<file path="src/rtl/project_period_counter_master.sv">
// project_period_counter_master: PWM master timebase with up/down/up-down counting,
// a shadowed period register, a boundary-divided sync strobe and a forced restart.
`default_nettype none

module project_period_counter_master #(
    parameter int WIDTH     = 16,
    parameter int DIV_WIDTH = 4
) (
    input  logic                 i_clk,
    input  logic                 i_reset,
    input  logic                 i_en,
    input  logic [1:0]           i_mode,
    input  logic [WIDTH-1:0]     i_period,
    input  logic                 i_sync_en,
    input  logic [DIV_WIDTH-1:0] i_sync_div,
    input  logic                 i_sync_force,
    output logic [WIDTH-1:0]     o_period,
    output logic [WIDTH-1:0]     o_period_next,
    output logic                 o_dir,
    output logic                 o_boundary,
    output logic                 o_sync
);

    localparam logic [1:0]           MODE_UP   = 2'b01;
    localparam logic [1:0]           MODE_DOWN = 2'b10;
    localparam logic [WIDTH-1:0]     ONE       = WIDTH'(1);
    localparam logic [DIV_WIDTH-1:0] DIV_ONE   = DIV_WIDTH'(1);

    logic [WIDTH-1:0]     count;
    logic [WIDTH-1:0]     shadow;
    logic [WIDTH-1:0]     count_nxt;
    logic                 dir;
    logic                 dir_nxt;
    logic                 bnd_nxt;
    logic                 boundary;
    logic                 sync;
    logic [DIV_WIDTH-1:0] sync_cnt;
    logic                 active;
    logic                 force_down;

    assign active     = i_en && (i_mode != 2'b00);
    assign force_down = (i_mode == MODE_DOWN);

    // Next count always uses the current shadow; only a down reload takes the new period.
    always_comb begin
        count_nxt = count;
        dir_nxt   = dir;
        bnd_nxt   = 1'b0;
        if (active) begin
            if (shadow == '0) begin
                count_nxt = '0;
                dir_nxt   = 1'b1;
                bnd_nxt   = 1'b1;
            end else begin
                case (i_mode)
                    MODE_UP: begin
                        dir_nxt = 1'b1;
                        if (count >= shadow) begin
                            count_nxt = '0;
                            bnd_nxt   = 1'b1;
                        end else begin
                            count_nxt = count + ONE;
                        end
                    end
                    MODE_DOWN: begin
                        dir_nxt = 1'b0;
                        if (count == '0) begin
                            count_nxt = i_period;
                            bnd_nxt   = 1'b1;
                        end else begin
                            count_nxt = count - ONE;
                        end
                    end
                    default: begin
                        if (dir) begin
                            if (count >= shadow) begin
                                count_nxt = shadow - ONE;
                                dir_nxt   = 1'b0;
                            end else begin
                                count_nxt = count + ONE;
                            end
                        end else begin
                            if (count == '0) begin
                                count_nxt = ONE;
                                dir_nxt   = 1'b1;
                            end else begin
                                count_nxt = count - ONE;
                            end
                        end
                        bnd_nxt = (count_nxt == '0) && (count != '0);
                    end
                endcase
            end
        end
    end

    always_ff @(posedge i_clk) begin
        if (!i_reset) begin
            count    <= '0;
            dir      <= 1'b1;
            boundary <= 1'b0;
            sync     <= 1'b0;
            sync_cnt <= '0;
            shadow   <= i_period;
        end else if (i_sync_force) begin
            shadow   <= i_period;
            count    <= force_down ? i_period : '0;
            dir      <= !(force_down && (i_period != '0));
            sync_cnt <= '0;
            boundary <= 1'b1;
            sync     <= i_sync_en;
        end else begin
            count    <= count_nxt;
            dir      <= dir_nxt;
            boundary <= bnd_nxt;
            sync     <= 1'b0;
            if (bnd_nxt) begin
                shadow <= i_period;
            end
            if (!i_sync_en) begin
                sync_cnt <= '0;
            end else if (bnd_nxt) begin
                // A counter above the divider wraps around and matches again later.
                if (sync_cnt == i_sync_div) begin
                    sync     <= 1'b1;
                    sync_cnt <= '0;
                end else begin
                    sync_cnt <= sync_cnt + DIV_ONE;
                end
            end
        end
    end

    assign o_period      = count;
    assign o_period_next = count_nxt;
    assign o_dir         = dir;
    assign o_boundary    = boundary;
    assign o_sync        = sync;

endmodule

`default_nettype wire
</file>
<file path="config.mk">
export PLATFORM = sky130hd
export DESIGN_NAME = project_period_counter_master
export DESIGN_NICKNAME = d
export VERILOG_FILES = /design/src/rtl/project_period_counter_master.sv
export SDC_FILE = /design/constraint.sdc
export NUM_CORES = 1
export LEC_CHECK = 0
export ABC_AREA = 1
export BUFFER_PORTS_ARGS = -buffer_cell sky130_fd_sc_hd__buf_2
export CAP_MARGIN = 20
export CORE_MARGIN = 2
export CORE_UTILIZATION = 59
export DETAILED_ROUTE_END_ITERATION = 10
export GPL_TIMING_DRIVEN = 0
export PLACE_DENSITY = 0.84
export SLEW_MARGIN = 20
export SYNTH_ARGS = -nofsm -noshare
export SYNTH_HDL_FRONTEND = slang
export SYNTH_SLANG_ARGS = --single-unit
</file>
<file path="constraint.sdc">
create_clock -name i_clk -period 3.7 [get_ports i_clk]
set_input_delay 0.37 -clock i_clk [delete_from_list [all_inputs] [get_ports i_clk]]
set_output_delay 0.37 -clock i_clk [all_outputs]
set_load 0.02 [all_outputs]
</file>
---- Word-level counts from Yosys, hierarchy flattened ----
Index checks and enable logic that the tools add are counted.
storage, ports and cells
  bits in registers ....................... 39
  input bits .............................. 27
  word-level logic and storage cells ...... 63
cells by class
  $add $sub $neg .......................... 4
  order comparisons ....................... 1
  equality and inequality tests ........... 4
  multiplexer cells ....................... 33
  bitwise gates (word level) .............. 2
  reduce and logical (&&, ||, !) cells .... 13
operators with widths
  operator                                               count
  two-way mux 16 bit                                     15
  zero test 16 bit                                       3
  case mux 16 bit (2 select lines)                       1
  nonzero test 16 bit                                    2
  subtractor 16 x 1 -> 16 bit, second input constant     2
  adder 16 x 1 -> 16 bit, second input constant          1
  greater-or-equal comparator 16 bit                     1
  two-way mux 1 bit                                      14
  adder 4 x 1 -> 4 bit, second input constant            1
  equality test 4 bit                                    1
  two-way mux 4 bit                                      1
  case mux 1 bit (2 select lines)                        2
  nonzero test 2 bit                                     2
  logical AND 1 bit                                      3
  inequality test 3 x 1 -> 1 bit, second input constant  1
  OR reduction 3 bit                                     1
  equality test 2 x 1 -> 1 bit, second input constant    1
  equality test 2 bit, second input constant             1
  NOT 1 bit                                              2
  OR reduction 2 bit                                     1
  zero test 1 bit                                        1

---- Depth between registers and ports, before layout ----
  depth after elaboration ................. 14
  mapped depth ............................ 23
  gate-level depth less buffers ........... 23

---- Worst setup path after synthesis ----
Ideal clock, no wire load.
  path type ............................... flip-flop to flip-flop
  start point ............................. register count[7] (netlist: o_period[7])
  end point ............................... register shadow[0] (enable)
  setup time .............................. 375 ps
  arrival ................................. 2658 ps
  required time ........................... 3325 ps
  setup slack ............................. 667 ps
  cell stages (with the launch flop) ...... 20
  buffers on the path ..................... 1
  cell sequence ........................... dfxtp_1 -> ha_1 -> nand2_1 -> inv_1 -> nand2_1 -> nand2_1 -> nor2_1 -> nand2_1 -> nand2_2 -> nand2_2 -> buf_6 -> nand2_1 -> nand3_1 -> nand2_1 -> nand2_1 -> nor2_1 -> nand3_2 -> o21bai_4 -> nand2_4 -> nand3_1
on the way
  cells in the longest elaborated chain, start to end .. 12
RTL lines
  what                                                 line    source
  start: declaration                                   29      logic [WIDTH-1:0] count;
  start signal: assignment                             107     count <= force_down ? i_period : '0;
  start signal: assignment                             113     count <= count_nxt;
  subtractor 16 x 1 -> 16 bit (tied with other cells)  87      count_nxt = count - ONE;
  two-way mux 16 bit, on equally long branches         83, 76
  two-way mux 16 bit                                   75      if (dir) begin
  two-way mux 16 bit                                   55      case (i_mode)
  two-way mux 16 bit                                   50      if (shadow == '0) begin
  two-way mux 16 bit                                   49      if (active) begin
  zero test 16 bit                                     90      bnd_nxt = (count_nxt == '0) && (count != '0);
  logical AND 1 bit                                    90
  case mux 1 bit (2 select lines) *                    55
  two-way mux 1 bit *                                  50
  two-way mux 1 bit *                                  49
  inequality test 3 x 1 -> 1 bit (no line) *           --
  end signal: assignment                               104     shadow <= i_period;
  end signal: assignment                               106     shadow <= i_period;
  end signal: assignment                               118     shadow <= i_period;
  end: declaration                                     30      logic [WIDTH-1:0] shadow;
Every way passes the cells marked *; elsewhere a longest branch is shown, timed or not. The select of a mux whose other input is x is not followed.
A chain may end at the register's enable or synchronous reset.

---- Worst setup path in the final report ----
  start point ............................. register count[11] (netlist: o_period[11])
  end point ............................... register shadow[12] (enable)
The elaborated chain is that of the path after synthesis.

==> flow_summary.yaml <==
die:
  core-area_sq_um: 6870
  rows: 30
  fp.dieArea_sq_um: 7840
  start_util: 0.614
  io_pins: 62
  die_h_microns: 88.5
  dieWidth_microns: 88.5
synthesis:
  synth.mux.area_fraction: 0
  synth-xor-area-share: 0.0686
  yosysTopAreaCellShare: 0.162
  synth_cells: 669
  synth_compound_area_frac: 0.143
  syn_area_per_cell_sq_um: 6.30
  yosysSeqAreaShare: 0.223
  synth.distinct_cells: 39
  synth-seq-cells: 39
  synth_nets: 721
  synthAdderAreaFrac: 0.0742
  yosys.area_share.simple: 0.396
  synth_top_family_by_area: "simple AND/OR/NAND/NOR gates"
  ys_top_cells_by_area: "nand2_1 16%, edfxtp_1 11%, dfxtp_1 11%, ha_1 7.4%, nand3_1 7.2%"
  yosysWarnings: 0
  netlist_area_sq_um: 4220
  yosysTopAreaCell: "nand2_1"
route:
  drc_errors: 0
  vias: 5149
  drtIter0Drc: 586
  wire_per_inst_microns: 19.1
  via_per_inst: 6.17
  firstDrtPassIters: 7
  wl_mm: 15.9
  ant_nets: 0
clocking:
  clockRootBuffer: "clkbuf_8"
  cts.sinks: 39
  cts.htree.levels: 2
  cts_tree: "built"
  cts_buffer_depth: 2
  cts_setup_buffers: 0
  cts_made_buffers: 5
  clk_latency_ns: 0.31
  clk_pin_slew_worst_paths_ns: 0.09
worst_hold_path:
  hold_path.class: "in -> reg"
  hold_start: "i_period[14]"
global_routing:
  grt_use_total: 0.409
  antenna_found_initial: 0
  grt_overflow: 0
  grt_max_degree: 17
  grt_first_pass_wirelength_mm: 24.1
  grt_pass1_vias: 4784
place:
  gp_congestion: 1.09
  place_area_sq_um: 4640
  post-dp-hpwl_mm: 12.1
  io_buffers: 61
pwr:
  power_w: 0.00151
  peakVddDrop_mv: 0.201
  powerDensity_nw_per_um2: 319
  p_leak_nw: 2.28
layout:
  drive_above_1_share: 0.157
  finalInstanceArea_sq_um: 4730
  final_cell_mix: "182 x nand2_1, 67 x buf_2, 63 x inv_1"
  nFillCells: 667
  layout.nets: 789
  diodes: 0
  final_common_cell: "nand2_1"
  areaGrowthSynthToFinish_pct: 12.3
sta:
  max_freq_ghz: 0.285
  rsz0062_at_grt: "no"
  setup_viol: 0
  finalHoldViolCount: 0
  min_period_ns: 3.51
  fin_skew_ns: 0.0135
  drv_slew: 0
  post-route-period-util: 0.949
  relSlewSlack: 0.456
  worst_pin_slew_ns: 0.809
critical_path:
  r2r_start: "o_period[11]"
  crit_arrival_ns: 3.50
  path_class: "reg -> reg"
  cp-startpoint: "o_period[11]"
  cp-end-kind: "flop"
  worstPathMaxFanout: 16
  worst_setup_path_start_kind: "flop"
  cp.required_ns: 3.69
run:
  cap_viol_max_count: 0
run_status:
  status: "finished, final reports clean"
metrics by stage:
| stage | cells | util | hold WS, ns | worst slack [ns] | TNS, ns |
|---|---|---|---|---|---|
| 2_1_floorplan | 669 | - | 0.469 | 0.667 | 0 |
| 3_3_place_gp | 826 | 0.676 | 0.492 | -0.0846 | -1.34 |
| 3_5_place_dp | 826 | 0.676 | 0.499 | -0.134 | -2.12 |
| 4_1_cts | 834 | 0.688 | 0.279 | 0.172 | 0 |
| 5_1_grt | 834 | 0.689 | 0.288 | 0.0391 | 0 |
| 6_report | 834 | 0.689 | 0.273 | 0.188 | 0 |
layer usage:
metal / up-vias / GRT usage / share of wire
li1: 2368 / - / -
met1: 2323 / 0.543 / 0.40
met2: 398 / 0.649 / 0.45
met3: 60 / 0.0858 / 0.12
met4: 0 / 0.164 / 0.036
met5: - / 0 / 0
cell families (layout without fill, tap and decap cells):
kind of cell,count (synthesis),count (layout)
fa+ha+maj,25,25
compound gates,107,107
simple gates,370,370
xor+xnor,33,33
buf+inv,95,164
flops,39,39
cell type report:
type                    count  area (sq um)  share of cell area
clock buffers               8          80.1              0.0169
multi-input cells         535          2890               0.610
repair buffers             61           305              0.0645
inverters                  73           274              0.0579
well taps                  96           120              0.0254
flip-flops and latches     39           941               0.199
plain buffers              22           124              0.0262
power by group:
group / switching [W] / leakage [nW] / internal, W
clock network: 0.000167 / 0.0395 / 0.000134
logic: 0.000480 / 1.89 / 0.000219
registers: 0.0000374 / 0.351 / 0.000474
total: 0.000684 / 2.28 / 0.000827
registers in the layout, indices dropped and copies added, names as in the netlist:
signal / flops
shadow: 16
o_sync: 1
o_period: 16
o_dir: 1
o_boundary: 1
sync_cnt: 4
synthesized netlist by cell type (all sizes together):
master  instances
nor3            9
o221ai          3
o211ai          4
nand4          16
o311ai          3
xnor2           1
o21bai          1
a221o           1
or2             1
ha             25
buf            13
a21oi          45
xor2           32
nor2           75
dfxtp          23
nand2         192
clkbuf          9
clkinv          3
nand3b          6
inv            70
o22ai          12
and3            1
nor4            5
nand3          65
o21ai          37
o31ai           1
edfxtp         16
repair_timing:
item / in CTS / in global routing
setup endpoints to repair: 16 / 17
endpoints found under the hold margin: 0 / 0
hold buffers: 0 / 0
resized for setup: 1 / 2
critical path, stage by stage, from the launching register on:
cell and delay [ns]:
dfxtp_1 0.61, ha_1 0.34, nand2_1 0.08, inv_1 0.05, nand2_1 0.06, a21oi_1 0.06, nor2_2 0.30, nand2_2 0.21
buf_6 0.20, nand2_1 0.09, nand3_1 0.07, nand2_1 0.09, nand2_1 0.06, nor2_1 0.23, nand3_2 0.14, o21bai_4 0.24
nand2_4 0.12, nand3_4 0.23
final timing paths:
check                      to  slack, ns  depth (start not counted)
hold / removal     shadow[14]       0.27                          1
hold reg to reg   sync_cnt[3]       0.51                          2
setup / recovery   shadow[12]       0.19                         17
setup reg to reg   shadow[12]       0.19                         17
Note: power is estimated with default switching activity, not from simulation.
